**config.mk**
```make
export PLATFORM = sky130hd
export DESIGN_NAME = baud_ctrl_flat
export DESIGN_NICKNAME = d
export VERILOG_FILES = /design/src/rtl/baud_ctrl_if.sv /design/src/rtl/baud_ctrl.sv /design/src/flat_wrapper.sv
export SDC_FILE = /design/constraint.sdc
export NUM_CORES = 1
export LEC_CHECK = 0
export ABC_AREA = 0
export BUFFER_PORTS_ARGS = -buffer_cell sky130_fd_sc_hd__buf_2
export CAP_MARGIN = 15
export CORE_ASPECT_RATIO = 2
export CORE_MARGIN = 4
export CORE_UTILIZATION = 50
export CTS_CLUSTER_SIZE = 25
export DETAILED_ROUTE_END_ITERATION = 6
export GPL_ROUTABILITY_DRIVEN = 0
export PLACE_DENSITY = 0.75
export SLEW_MARGIN = 20
export SYNTH_ARGS = -nofsm -noshare
export SYNTH_HDL_FRONTEND = slang
export SYNTH_SLANG_ARGS = --single-unit
```
**constraint.sdc**
```tcl
create_clock -name clk -period 2.3 [get_ports clk]
set_input_delay 0.46 -clock clk [delete_from_list [all_inputs] [get_ports clk]]
set_output_delay 0.46 -clock clk [all_outputs]
set_load 0.005 [all_outputs]
```
**src/rtl/baud_ctrl_if.sv**
```systemverilog
// Configuration handshake between a divisor source and the baud tick generator.
interface baud_ctrl_if #(
    parameter int unsigned DVSR_W = 11
);
    logic [DVSR_W-1:0] cfg_dvsr;
    logic              cfg_valid;
    logic              cfg_ready;

    modport master (output cfg_dvsr, output cfg_valid, input cfg_ready);
    modport slave  (input cfg_dvsr, input cfg_valid, output cfg_ready);
endinterface

```
**src/rtl/baud_ctrl.sv**
```systemverilog
// Baud-rate tick generator: sample tick every dvsr+1 cycles, bit tick every OVS sample ticks.
// A new divisor is deferred until both transmitter and receiver are between frames.
module baud_ctrl #(
    parameter int unsigned DVSR_W       = 11,
    parameter int unsigned DEFAULT_DVSR = 650,
    parameter int unsigned OVS          = 16
) (
    input  logic              clk,
    input  logic              reset,
    input  logic              en,
    baud_ctrl_if.slave        cfg,
    input  logic              tx_busy,
    input  logic              rx_busy,
    output logic              s_tick,
    output logic              bit_tick,
    output logic [DVSR_W-1:0] dvsr_active,
    output logic              cfg_applied
);

    localparam int unsigned       OVS_W    = $clog2(OVS);
    localparam logic [DVSR_W-1:0] RST_DVSR = DVSR_W'(DEFAULT_DVSR);
    localparam logic [OVS_W-1:0]  OVS_LAST = OVS_W'(OVS - 1);

    typedef enum logic [1:0] {IDLE, RUN, PEND, LOAD} state_e;

    state_e            state_q, state_d;
    logic [DVSR_W-1:0] cnt_q, cnt_d;
    logic [DVSR_W-1:0] dvsr_q, dvsr_d;
    logic [DVSR_W-1:0] pend_q, pend_d;
    logic [OVS_W-1:0]  ovs_q, ovs_d;
    logic              counting;
    logic              cnt_wrap;
    logic              accept;

    assign counting      = (state_q == RUN) || (state_q == PEND);
    assign cnt_wrap      = (cnt_q == dvsr_q);
    assign s_tick        = counting && cnt_wrap;
    assign bit_tick      = s_tick && (ovs_q == OVS_LAST);
    assign cfg.cfg_ready = (state_q == IDLE) || (state_q == RUN);
    assign accept        = cfg.cfg_valid && cfg.cfg_ready;
    assign cfg_applied   = (state_q == LOAD);
    assign dvsr_active   = dvsr_q;

    always_comb begin
        // NOTE: every output of this block gets a default first so no path can infer a latch.
        state_d = state_q;
        pend_d  = pend_q;
        dvsr_d  = dvsr_q;
        cnt_d   = '0;
        ovs_d   = '0;

        unique case (state_q)
            IDLE: begin
                if (accept)  state_d = LOAD;
                else if (en) state_d = RUN;
            end
            RUN: begin
                if (!en)         state_d = IDLE;
                else if (accept) state_d = PEND;
            end
            PEND: begin
                // Disabling the generator makes waiting for idle transceivers pointless.
                if (!en || (!tx_busy && !rx_busy)) state_d = LOAD;
            end
            LOAD: begin
                dvsr_d  = pend_q;
                state_d = en ? RUN : IDLE;
            end
            default: state_d = IDLE;
        endcase

        // An accept that coincides with RUN being disabled is dropped.
        if (accept && (state_d != IDLE)) begin
            pend_d = (cfg.cfg_dvsr == '0) ? DVSR_W'(1) : cfg.cfg_dvsr;
        end

        // Counters only advance while staying in a counting state; any other path restarts them at 0.
        if (counting && ((state_d == RUN) || (state_d == PEND))) begin
            cnt_d = cnt_wrap ? '0 : cnt_q + 1'b1;
            ovs_d = ovs_q;
            if (s_tick) ovs_d = (ovs_q == OVS_LAST) ? '0 : ovs_q + 1'b1;
        end
    end

    // NOTE: sequential state uses non-blocking assignments so all registers update from pre-edge values.
    always_ff @(posedge clk or posedge reset) begin
        if (reset) begin
            state_q <= IDLE;
            cnt_q   <= '0;
            ovs_q   <= '0;
            dvsr_q  <= RST_DVSR;
            pend_q  <= RST_DVSR;
        end else begin
            state_q <= state_d;
            cnt_q   <= cnt_d;
            ovs_q   <= ovs_d;
            dvsr_q  <= dvsr_d;
            pend_q  <= pend_d;
        end
    end

endmodule
```
**src/flat_wrapper.sv**
```systemverilog
// flat-port wrapper written by rule: the top's interface ports become plain ports
module baud_ctrl_flat 
#(
    parameter int unsigned DVSR_W       = 11,
    parameter int unsigned DEFAULT_DVSR = 650,
    parameter int unsigned OVS          = 16
)
  (clk, reset, en, tx_busy, rx_busy, s_tick, bit_tick, dvsr_active, cfg_applied, cfg_cfg_dvsr, cfg_cfg_valid, cfg_cfg_ready);
  baud_ctrl_if #(.DVSR_W(DVSR_W)) cfg_i ();
  input  logic clk;
  input  logic reset;
  input  logic en;
  input  logic tx_busy;
  input  logic rx_busy;
  output logic s_tick;
  output logic bit_tick;
  output logic [DVSR_W-1:0] dvsr_active;
  output logic cfg_applied;
  input wire logic [$bits(cfg_i.cfg_dvsr)-1:0] cfg_cfg_dvsr;
  input wire logic [$bits(cfg_i.cfg_valid)-1:0] cfg_cfg_valid;
  output wire logic [$bits(cfg_i.cfg_ready)-1:0] cfg_cfg_ready;
  assign cfg_i.cfg_dvsr = cfg_cfg_dvsr;
  assign cfg_i.cfg_valid = cfg_cfg_valid;
  assign cfg_cfg_ready = cfg_i.cfg_ready;
  baud_ctrl #(.DVSR_W(DVSR_W), .DEFAULT_DVSR(DEFAULT_DVSR), .OVS(OVS)) u_core (.clk(clk), .reset(reset), .en(en), .cfg(cfg_i), .tx_busy(tx_busy), .rx_busy(rx_busy), .s_tick(s_tick), .bit_tick(bit_tick), .dvsr_active(dvsr_active), .cfg_applied(cfg_applied));
endmodule
```
# Word level (Yosys, flattened, before mapping)
# Index checks and enable logic that the tools add are counted.
# W data, S select, Z words.
# op_classes
addsub,2
multipliers,0
div,0
n_lt_le_gt_ge,0
n_eq_ne,8
n_shift,0
muxes,13
bitwise_logic,0
n_reduce_logical,16
# op_table
op,n
$mux W11,3
$mux W4,3
$add A11 B1 Y11 const B,1
$eq A11 B11 Y1,1
$logic_not A11 Y1,1
$mux W2,5
$pmux W2 S4,1
$eq A2 B2 Y1 const B,3
$logic_and A1 B1 Y1,6
$add A4 B1 Y4 const B,1
$eq A2 B1 Y1 const B,2
$eq A4 B4 Y1 const B,1
$logic_or A1 B1 Y1,4
$logic_not A1 Y1,3
$logic_not A2 Y1,1
$ne A2 B1 Y1 const B,1
$reduce_bool A2 Y1,1
$mux W1,1
# word_totals
regBits,39
latch_bits,0
mem_bits_rw,0
mem_bits_ro,0
word_cells,44
n_memories,0

# Depth between registers and ports, before layout
# Gate-level depths: netlist of run 1.
# depth
ltp_word,10
mapped_depth,11
mapped_depth_nobuf,10

# Worst setup path after synthesis of run 1
# OpenSTA, ideal clock, no wires.
# synth_timing
kind,reg2reg
startpoint,register u_core.state_q[1]
endpoint,register u_core.pend_q[2]
setup_ns,0.125
arrival_time_ns,2.188
t_required_ns,2.175
slack_ns,-0.013
path_stages_with_launch,11
synth_period_minus_slack_ns,2.313
path_cell_list,dfrtp_1 -> inv_1 -> ha_1 -> o21a_1 -> nor3_1 -> a21oi_1 -> o22ai_1 -> ha_1 -> nor2b_1 -> clkbuf_1 -> mux2_2
# synth_via
elab_chain_len,8
# synth_lines
element,line,text
"start, declared",baud_ctrl.sv:26,"state_e state_q, state_d;"
"start signal, assigned",baud_ctrl.sv:94,state_q <= state_d;
$eq A2 B1 Y1 / $logic_not A2 Y1 (equally long branches),"baud_ctrl.sv:39, baud_ctrl.sv:52",
$logic_or A1 B1 Y1,baud_ctrl.sv:39,assign cfg.cfg_ready = (state_q == IDLE) || (state_q == RUN);
$logic_and A1 B1 Y1,baud_ctrl.sv:40,assign accept = cfg.cfg_valid && cfg.cfg_ready;
$mux W2,baud_ctrl.sv:59,else if (accept) state_d = PEND;
$mux W2,baud_ctrl.sv:58,if (!en) state_d = IDLE;
$pmux W2 S4,baud_ctrl.sv:52,unique case (state_q)
$reduce_bool A2 Y1,baud_ctrl.sv:73,if (accept && (state_d != IDLE)) begin
$logic_and A1 B1 Y1 *,baud_ctrl.sv:73,
"end signal, assigned",baud_ctrl.sv:98,pend_q <= pend_d;
"end, declared",baud_ctrl.sv:29,"logic [DVSR_W-1:0] pend_q, pend_d;"
# Mark *: on every way between the ends. The rest lies on a longest branch, timed or not.
# A chain may end at the register's enable or synchronous reset.

# Worst setup path after layout of run 1
# layout_timing
startpoint,register u_core.cnt_q[5]
endpoint,output bit_tick
# layout_via
elab_chain_len,3
# layout_lines
element,line,text
"start, declared",baud_ctrl.sv:27,"logic [DVSR_W-1:0] cnt_q, cnt_d;"
"start signal, assigned",baud_ctrl.sv:95,cnt_q <= cnt_d;
$eq A11 B11 Y1,baud_ctrl.sv:36,assign cnt_wrap = (cnt_q == dvsr_q);
$logic_and A1 B1 Y1,baud_ctrl.sv:37,assign s_tick = counting && cnt_wrap;
$logic_and A1 B1 Y1,baud_ctrl.sv:38,assign bit_tick = s_tick && (ovs_q == OVS_LAST);
"end, declared",flat_wrapper.sv:16,output logic bit_tick;
# Every way passes these cells.

==> metrics.md, run 1 <==
| Metric | Value |
|---|---|
| Outcome | `finished, violations left` |
| Failing checks | `setup timing` |
| GRT Residual Overflow | `0` |
| Max-slew headroom | `between 60% and 70%` |
| Period utilisation layout | `104%` |
| Clk_skew | `9.03 ps` |
| Largest net degree at the start of global routing | `40` |
| Fmax | `0.420 GHz` |
| Most common cell in the netlist | `dfrtp_1` |
| Layout Cells excl Fill | `~280` |
| Post-Syn Area | `1980 um^2` |
| Predominant post-synthesis flop cell | `dfrtp_1` |
| Width of the chip | `52.5 um` |
| Final hold violation count | `0` |
| Final wirelength | `4140 um` |
| Iteration-0 DRC Markers | `10` |
| Placed insts | `262` |
| Post-synthesis sequential area ratio | `49.8%` |
| Storage cell area | `between 900 and 1000 um^2` |
| CTS tree | `built` |
| Synth top area cells | `dfrtp_1, mux2_2, dfstp_2` |
| Filler Cell Count | `between 300 and 400` |
| Pwr Density | `approximately 1300 nW/um^2` |
| Initial antenna violation count | `0` |
| Max FO, Critical Path | `3` |
| DRT Pass-1 Iters | `4` |
| Worst-path clk slew | `roughly 80 ps` |
| Wirelength per Cell | `~15 um` |
| Clock root buffer | `clkbuf_8` |
| Arrival @ worst endpoint | `between 1500 and 2000 ps` |
| Fraction of layout cells with a size suffix above 1 | `between 40 and 50%` |
| Placed instance area | `2260 um^2` |
| Max clock buf depth | `2` |
| MaxCap Viol Count | `0` |
| Flop and latch count out of synthesis | `39` |
| Min Tclk post-route | `around 2400 ps` |
| P_int | `between 2000 and 2500 uW` |
| Design Power | `around 3200 uW` |
| Final Instance Area | `~2500 um^2` |
| CTS H-tree lvls | `2` |
| Antenna-violating nets left | `0` |
| Die height | `between 90 and 100 um` |
| CTS Hold Buffers Added | `0` |
| Hold crit path type | `in2async` |
| Clock Latency Late Sink | `around 290 ps` |
| Ys async rst share | `100%` |
| First-pass GRT wire length | `6870 um` |
| Post-Syn Area per Cell | `between 10 and 15 um^2` |
| Slew @ Worst Pin | `just under 500 ps` |
| Via Count | `1471` |
| Area of the multi-input gates | `977 um^2` |
| Share of the synthesized area in the top cell type | `between 30% and 40%` |
| CP required | `approximately 1800 ps` |
| Total track usage | `~18%` |
| Area leader, netlist | `dfrtp_1` |
| CTS Buf Count | `5` |
| Final #Nets | `approximately 250` |
| Sw Pwr | `~1100 uW` |
| Worst hold slack | `about 270 ps` |
| CP startpoint kind | `register` |
| RSZ-0062 raised after global routing | `yes` |
| Post-layout util | `~64%` |
| Library cells used by synthesis | `40` |
| N_diodes | `0` |
| Synth Net Count | `roughly 200` |
| I/O Buffers | `31` |
| PnR worst setup slack | `-83.7 ps` |
| Crit. End Element | `output port` |
| Post-synth top cells | `dfrtp_1, mux2_2, nor2_1, xor2_1, nand2_1` |
| Dpl hpwl | `between 3000 and 4000 um` |
| Combinational share of power | `about 48%` |
| Syn Inst Count | `about 170` |
| Switching Share | `between 30% and 40%` |
| Starting Density | `a little over 50%` |
| Number of global-route vias before repair | `~1600` |
| Area grow syn2layout | `25.1%` |
| Clock Sinks | `39` |
| Vias/cell | `approximately 5.2` |
| Seq pwr share | `between 30% and 40%` |
| Num rows | `32` |
| I/O Pins | `32` |
| Slew Limit Fails | `0` |
| Ys Warns | `0` |
| Die ar. | `roughly 5100 um^2` |
| Worst R2R Setup Slack | `140 ps` |
| Post-route DRC violation count | `0` |
| VDD IR max | `0.894 mV` |
| # setup viols final | `2` |
| Leakage Power | `between 0.001 and 0.0015 uW` |
| Post-synth EDFFs | `0` |
| Crit Path Class | `reg2out` |
| Core Region | `about 3800 um^2` |
| Clk pwr share | `15.1%` |
-- layout by cell type, fill, tap and decap left out, types with 3 or more instances in the layout --
master    count
nor2_1       15
a21oi_1       6
nand2_1      10
and3_1        3
nor4_1        4
ha_1          5
nand4_1       4
inv_1         3
mux2_2       21
clkbuf_8      6
xor2_1       15
buf_4        19
buf_2        31
inv_2         3
dfstp_2       8
mux2i_1       3
xnor2_1       5
nor3_1        4
dfrtp_1      29
-- critical path: stages (launching register included) --
cell	delay, ps
dfrtp_1	410
xor2_1	170
or4_4	570
nor3_4	220
and3_1	160
buf_2	100
-- final timing paths --
path	startpoint	cells past startpoint	endpoint
setup / recovery	u_core.cnt_q[5]	5	bit_tick
hold / removal	reset	3	u_core.state_q[0]
setup reg to reg	u_core.state_q[0]	12	u_core.cnt_q[4]
hold reg to reg	u_core.cnt_q[0]	1	u_core.cnt_q[0]
max in group asynchronous	reset	3	u_core.cnt_q[0]
min in group clk	cfg_cfg_dvsr[9]	2	u_core.pend_q[9]
-- flip-flops by register name, indices dropped and copies added, names as in the netlist --
| signal | flops |
|---|---|
| u_core.state_q | 2 |
| u_core.ovs_q | 4 |
| u_core.pend_q | 11 |
| u_core.dvsr_active | 11 |
| u_core.cnt_q | 11 |
-- routing by layer --
metal  track usage, %  vias to the layer above  wire length (um)
met5                0                        -                 0
li1                 -                      725                 -
met2             31.4                       28              2340
met3             3.08                        8               140
met1             19.4                      710              1560
met4             8.46                        0               103
-- per-stage QoR --
| stage | setup slack [ps] | TNS [ps] |
|---|---|---|
| CTS | -80.6 | -136 |
| detailed placement | 90.0 | 0 |
| finish | -83.7 | -139 |
| global route | -156 | -307 |
| floorplan | 109 | 0 |
| global placement | 140 | 0 |
-- logic make-up after synthesis --
group	synth area share [%]
AND/OR/NAND/NOR	15.3
flip-flops	49.8
multiplexers	13.5
XOR/XNOR	8.85
AO/OA/AOI/OAI	5.18
buffers and inverters	2.34
adder cells (fa/ha/maj)	5.06
-- layout make-up --
cell class | instances | share of cell area, %
Sequential cell | 39 | 39.9
Multi-Input combinational cell | 125 | 39.5
Timing Repair Buffer | 52 | 13.3
Clock buffer | 7 | 3.49
Tap cell | 51 | 2.58
Inverter | 6 | 0.910
Clock inverter | 1 | 0.354
-- repair_timing --
action	in CTS	in global routing
cloned	0	1
gates resized for setup	2	12
setup buffers	4	6
setup endpoints to repair	2	26
pin swaps	5	8
-- power groups by stage --
stage | clock network [uW] | registers, uW | logic, uW
5_1_grt | 519 | 1210 | 1680
4_1_cts | 493 | 1180 | 1400
2_1_floorplan | 0 | 1130 | 877
6_report | 478 | 1180 | 1510
3_5_place_dp | 0 | 1190 | 1360
3_3_place_gp | 0 | 1190 | 1330
No activity file was read; power rests on OpenSTA's default activity.
==> run 2, diff against run 1 <==
--- a/config.mk
+++ b/config.mk
@@ -11,6 +11,7 @@
 export CORE_ASPECT_RATIO = 2
 export CORE_MARGIN = 4
 export CORE_UTILIZATION = 50
+export CTS_BUF_LIST = sky130_fd_sc_hd__clkbuf_2 sky130_fd_sc_hd__clkbuf_4 sky130_fd_sc_hd__clkbuf_8
 export CTS_CLUSTER_SIZE = 25
 export DETAILED_ROUTE_END_ITERATION = 6
 export GPL_ROUTABILITY_DRIVEN = 0
==> run 2 against run 1 <==
Net effect:
- the run still ends with setup timing left
- worst hold slack better by 1.6 ps
- clock skew hardly changed
- clock-buffer cell count unchanged
- cell count did not move
==> metrics.md, run 2 (synthesis results as in run 1) <==
| Metric | Value |
|---|---|
| I/O Buffers | `31` |
| Reg-to-reg startpoint | `u_core.state_q[0]` |
| RSZ-0062 raised after global routing | `yes` |
| Number of global-route vias before repair | `1558` |
| VDD IR max | `0.894 mV` |
| Area grow syn2layout | `25.3%` |
| Min Tclk post-route | `approximately 2400 ps` |
| Iteration-0 DRC Markers | `8` |
| DRT Pass-1 Iters | `4` |
| Worst hold slack | `273 ps` |
| N_diodes | `0` |
| Worst-path clk slew | `~80 ps` |
| Clock root buffer | `clkbuf_8` |
| CP required | `approximately 1800 ps` |
| Slowest stage cell, crit path | `or4_4` |
| Slew Limit Fails | `0` |
| CTS Hold Buffers Added | `0` |
| GRT Residual Overflow | `0` |
| Die height | `roughly 97 um` |
| Total track usage | `17.8%` |
| Antenna-violating nets left | `0` |
| Commonest non-fill, non-tap cells in the layout | `buf_2, dfrtp_1, mux2_2` |
| Final #Nets | `roughly 250` |
| # setup viols final | `2` |
| Placed insts | `262` |
| Slew @ Worst Pin | `between 400 and 500 ps` |
| Final wirelength | `slightly above 4000 um` |
| Setup TNS | `-139 ps` |
| CP startpoint kind | `register` |
| Filler Cell Count | `about 330` |
| PnR worst setup slack | `-83.5 ps` |
| Core Region | `slightly below 4000 um^2` |
| Crit Path Class | `reg2out` |
| Outcome | `finished, violations left` |
| Max-slew headroom | `67.1%` |
| Cell Chain, Critical Path | `xor2_1, or4_4, nor3_4, and3_1, buf_2` |
| Post-route DRC violation count | `0` |
| Worst R2R Setup Slack | `about 140 ps` |
| Clock Latency Late Sink | `about 290 ps` |
| Arrival @ worst endpoint | `around 1900 ps` |
| Fmax | `roughly 0.42 GHz` |
| MaxCap Viol Count | `0` |
| Via Count | `1480` |
| Place WS | `about 90 ps` |
| CTS H-tree lvls | `2` |
| Fraction of layout cells with a size suffix above 1 | `44.8%` |
| Clk_skew | `8.93 ps` |
| Initial antenna violation count | `0` |
| I/O Pins | `32` |
| Final hold violation count | `0` |
| Post-layout util | `between 60 and 70%` |
| CTS Buf Count | `5` |
| Hold crit path type | `in2async` |
| Leakage Power | `~0.0012 uW` |
| Width of the chip | `~52 um` |
| Dpl hpwl | `roughly 3100 um` |
| Wirelength per Cell | `around 15 um` |
| CP max stage delay | `about 570 ps` |
| Max FO, Critical Path | `3` |
| Pwr Density | `roughly 1300 nW/um^2` |
| First-pass GRT wire length | `6870 um` |
| Largest net degree at the start of global routing | `40` |
| Worst reg-to-reg path cell count | `12` |
| Crit. End Element | `output port` |
| Clock Sinks | `39` |
| Die ar. | `approximately 5000 um^2` |
| CTS tree | `built` |
| Most common cell after layout, fill and taps aside | `buf_2` |
| Num rows | `32` |
| Max clock buf depth | `2` |
| Period utilisation layout | `104%` |
| Failing checks | `setup timing` |
| Layout Cells excl Fill | `~280` |
| Vias/cell | `5.27` |
| Reg-to-reg endpoint | `u_core.cnt_q[6]` |
| Starting Density | `around half` |
run 2: cell counts in the layout (fill, tap and decap cells not counted):
Identical to the previous run, type by type.
run 2: layout make-up:
cell class              instances  area (um^2)  area share [%]
flip-flops and latches         39          988            39.9
multi-input cells             125          977            39.4
repair buffers                 52          329            13.3
clock buffers                   7         90.1            3.63
well taps                      51         63.8            2.57
inverters                       6         22.5           0.908
clock inverters                 1         8.76           0.353
run 2: report_power, final:
| part | switching (uW) | internal, uW |
|---|---|---|
| Clock | 232 | 257 |
| Combinational | 695 | 821 |
| Sequential | 198 | 979 |
run 2: worst max-delay path by stage:
stage                                     start  cells past startpoint               end
after detailed placement      u_core.state_q[1]                     10  u_core.pend_q[6]
after floorplan               u_core.state_q[1]                     10  u_core.pend_q[2]
after global routing      u_core.dvsr_active[4]                      5          bit_tick
after global placement        u_core.state_q[1]                     10  u_core.pend_q[8]
after CTS                      u_core.cnt_q[10]                      5          bit_tick
final                           u_core.cnt_q[5]                      5          bit_tick
run 2: worst max-delay path: cells and delay by family (launching register included):
family	cells	cell delay, ps
flops	1	410
xor+xnor	1	170
buf+inv	1	100
simple gates	3	950
run 2: timing repair:
item | CTS | global route
setup buffers | 4 | 6
pin swaps | 5 | 8
cloned | 0 | 1
endpoints found under the setup margin | 2 | 26
resized for setup | 2 | 12
run 2: stage by stage:
| step | power, uW | cell area (um^2) |
|---|---|---|
| after floorplan | 2010 | 1980 |
| after global placement | 2520 | 2260 |
| after detailed placement | 2550 | 2260 |
| after CTS | 3090 | 2400 |
| after global routing | 3420 | 2480 |
| final | 3180 | 2480 |
run 2: metal layers:
| metal | share of wire [%] | track usage [%] | vias to the layer above |
|---|---|---|---|
| met5 | 0 | 0 | - |
| met4 | 2.5 | 8.46 | 0 |
| met3 | 3.4 | 3.08 | 8 |
| met2 | 57 | 31.4 | 28 |
| met1 | 37 | 19.4 | 720 |
| li1 | - | - | 724 |
==> run 3, diff against run 2 <==
--- a/config.mk
+++ b/config.mk
@@ -15,8 +15,7 @@
 export CTS_CLUSTER_SIZE = 25
 export DETAILED_ROUTE_END_ITERATION = 6
 export GPL_ROUTABILITY_DRIVEN = 0
-export PLACE_DENSITY = 0.75
-export SLEW_MARGIN = 20
+export PLACE_DENSITY = 0.72
 export SYNTH_ARGS = -nofsm -noshare
 export SYNTH_HDL_FRONTEND = slang
 export SYNTH_SLANG_ARGS = --single-unit
==> constraint.sdc (replaced) <==
create_clock -name clk -period 2.4 [get_ports clk]
set_input_delay 0.48 -clock clk [delete_from_list [all_inputs] [get_ports clk]]
set_output_delay 0.48 -clock clk [all_outputs]
set_load 0.005 [all_outputs]
==> run 3 against run 2 <==
Net effect:
- the flow still finishes with violations (setup timing)
- highest routed layer unchanged
- wire length up 4.0%
- final area shrank 1.5%
- worst setup slack improved by 66 ps
- critical path depth unchanged
- register-to-register slack improved by 20 ps
- non-clock buffer count shrank 1
- clock power is 1% lower
- sequential power fell by 5%
- sequential share of layout area up 0.59 points
- clock skew is 4.0 ps lower
==> metrics.md, run 3 (synthesis results as in run 1) <==
| Metric | Value |
|---|---|
| Number of global-route vias before repair | `1580` |
| Via Count | `about 1500` |
| Most common cell after layout, fill and taps aside | `buf_2` |
| Area grow syn2layout | `23.5%` |
| Crit. End Element | `output port` |
| Final wirelength | `4310 um` |
| Reg-to-reg endpoint | `u_core.cnt_q[2]` |
| Max FO, Critical Path | `4` |
| Crit. Startpoint | `u_core.cnt_q[1]` |
| Outcome | `finished, violations left` |
| Post-route DRC violation count | `0` |
| Min Tclk post-route | `roughly 2400 ps` |
| Pwr Density | `~1200 nW/um^2` |
| Final #Nets | `253` |
| MaxCap Viol Count | `0` |
| CP startpoint kind | `register` |
| Worst-path clk slew | `around 70 ps` |
| Arrival @ worst endpoint | `around 1900 ps` |
| Layout Cells excl Fill | `between 200 and 300` |
| RSZ-0062 raised after global routing | `yes` |
| Max-slew headroom | `68.1%` |
| First-pass GRT wire length | `7170 um` |
| Switching Share | `a little over a third` |
| Clock Latency Late Sink | `around 280 ps` |
| Num rows | `32` |
| VDD IR max | `roughly 0.8 mV` |
| # setup viols final | `1` |
| Starting Density | `between 50% and 60%` |
| CTS Buf Count | `5` |
| PnR worst setup slack | `-17.9 ps` |
| Commonest non-fill, non-tap cells in the layout | `buf_2, dfrtp_1, mux2_2` |
| Dpl hpwl | `~3300 um` |
| Clock Sinks | `39` |
| Die height | `97.0 um` |
| N_diodes | `0` |
| Leakage Power | `roughly 0.0012 uW` |
| Period utilisation layout | `101%` |
| Vias/cell | `5.34` |
| Worst reg-to-reg path cell count | `11` |
| Combinational share of power | `a little under half` |
| Sw Pwr | `1050 uW` |
| Clock root buffer | `clkbuf_8` |
| Crit Path Class | `reg2out` |
| Worst R2R Setup Slack | `160 ps` |
| Placed instance area | `~2200 um^2` |
| Filler Cell Count | `317` |
| Final hold violation count | `0` |
| Clk pwr share | `between 15 and 20%` |
| Post-layout util | `63.6%` |
| Die ar. | `between 5000 and 6000 um^2` |
| Fmax | `~0.41 GHz` |
| GRT Residual Overflow | `0` |
| P_int | `between 1500 and 2000 uW` |
| Antenna-violating nets left | `0` |
| Final Instance Area | `~2400 um^2` |
| Largest net degree at the start of global routing | `40` |
| Total track usage | `18.8%` |
| I/O Pins | `32` |
| Width of the chip | `52.5 um` |
| CP required | `1920 ps` |
| Iteration-0 DRC Markers | `43` |
| Slew Limit Fails | `0` |
| Wirelength per Cell | `15.4 um` |
| CTS tree | `built` |
| Reg-to-reg startpoint | `u_core.state_q[1]` |
| CTS Hold Buffers Added | `0` |
| Slew @ Worst Pin | `479 ps` |
| Seq pwr share | `37.7%` |
| Clk_skew | `between 4 and 5 ps` |
| Core Region | `between 3000 and 4000 um^2` |
| Hold crit path type | `in2async` |
| Setup TNS | `-17.9 ps` |
| DRT Pass-1 Iters | `4` |
| Initial antenna violation count | `0` |
| CTS H-tree lvls | `2` |
| Failing checks | `setup timing` |
| Placed insts | `around 260` |
| Max clock buf depth | `2` |
| I/O Buffers | `31` |
| Fraction of layout cells with a size suffix above 1 | `a little over two fifths` |
run 3: changes by cell type in the layout (fill, tap and decap cells not counted), sizes merged:
cell / delta
buf: -1
clkbuf: +1
clkinv: -1
run 3: through the flow:
stage / total power, uW / worst slack, ps / hold WS (ps)
after global placement: 2300 / 144 / 484
after detailed placement: 2360 / 98.8 / 493
after floorplan: 1930 / 87.1 / 475
final: 2970 / -17.9 / 310
after global routing: 3190 / -116 / 359
after CTS: 2920 / -4.55 / 332
run 3: area by class of cell:
class / count / area, um^2 / share of cell area [%]
timing repair buffer: 51 / 303 / 12.4
sequential: 39 / 988 / 40.5
inverter: 6 / 22.5 / 0.922
tap: 51 / 63.8 / 2.61
clock buffer: 8 / 104 / 4.25
multi-input combinational: 125 / 962 / 39.4
run 3: routing by layer:
layer,global-route usage [%],vias to the layer above,share of wire (%)
met5,0,-,0
met4,8.07,0,2.8
met3,3.54,9,4.5
met2,34.8,40,58
met1,19.0,731,34
li1,-,715,-
run 3: how the worst max path moves through the flow:
stage	endpoint	slack, ps
5_1_grt	bit_tick	-120
4_1_cts	bit_tick	-5
3_5_place_dp	bit_tick	100
3_3_place_gp	bit_tick	140
2_1_floorplan	u_core.pend_q[2]	90
6_report	bit_tick	-20
run 3: power by group through the flow:
stage | logic, uW | registers, uW | clock network, uW
6_report | 1370 | 1120 | 483
5_1_grt | 1520 | 1150 | 521
4_1_cts | 1300 | 1130 | 497
3_5_place_dp | 1210 | 1140 | 0
3_3_place_gp | 1170 | 1130 | 0
2_1_floorplan | 838 | 1090 | 0
run 3: repair_timing:
item,4_1_cts,5_1_grt
setup buffers,7,5
gates resized for setup,3,4
setup endpoints to repair,2,16
gates cloned,0,1
pin swaps,4,3
run 3: worst max-delay path, cell delays in order, from the launching register on:
cell and delay (ps):
dfrtp_1 430, xor2_1 190, or4_4 540, nor3_4 220, and3_1 170, buf_2 100
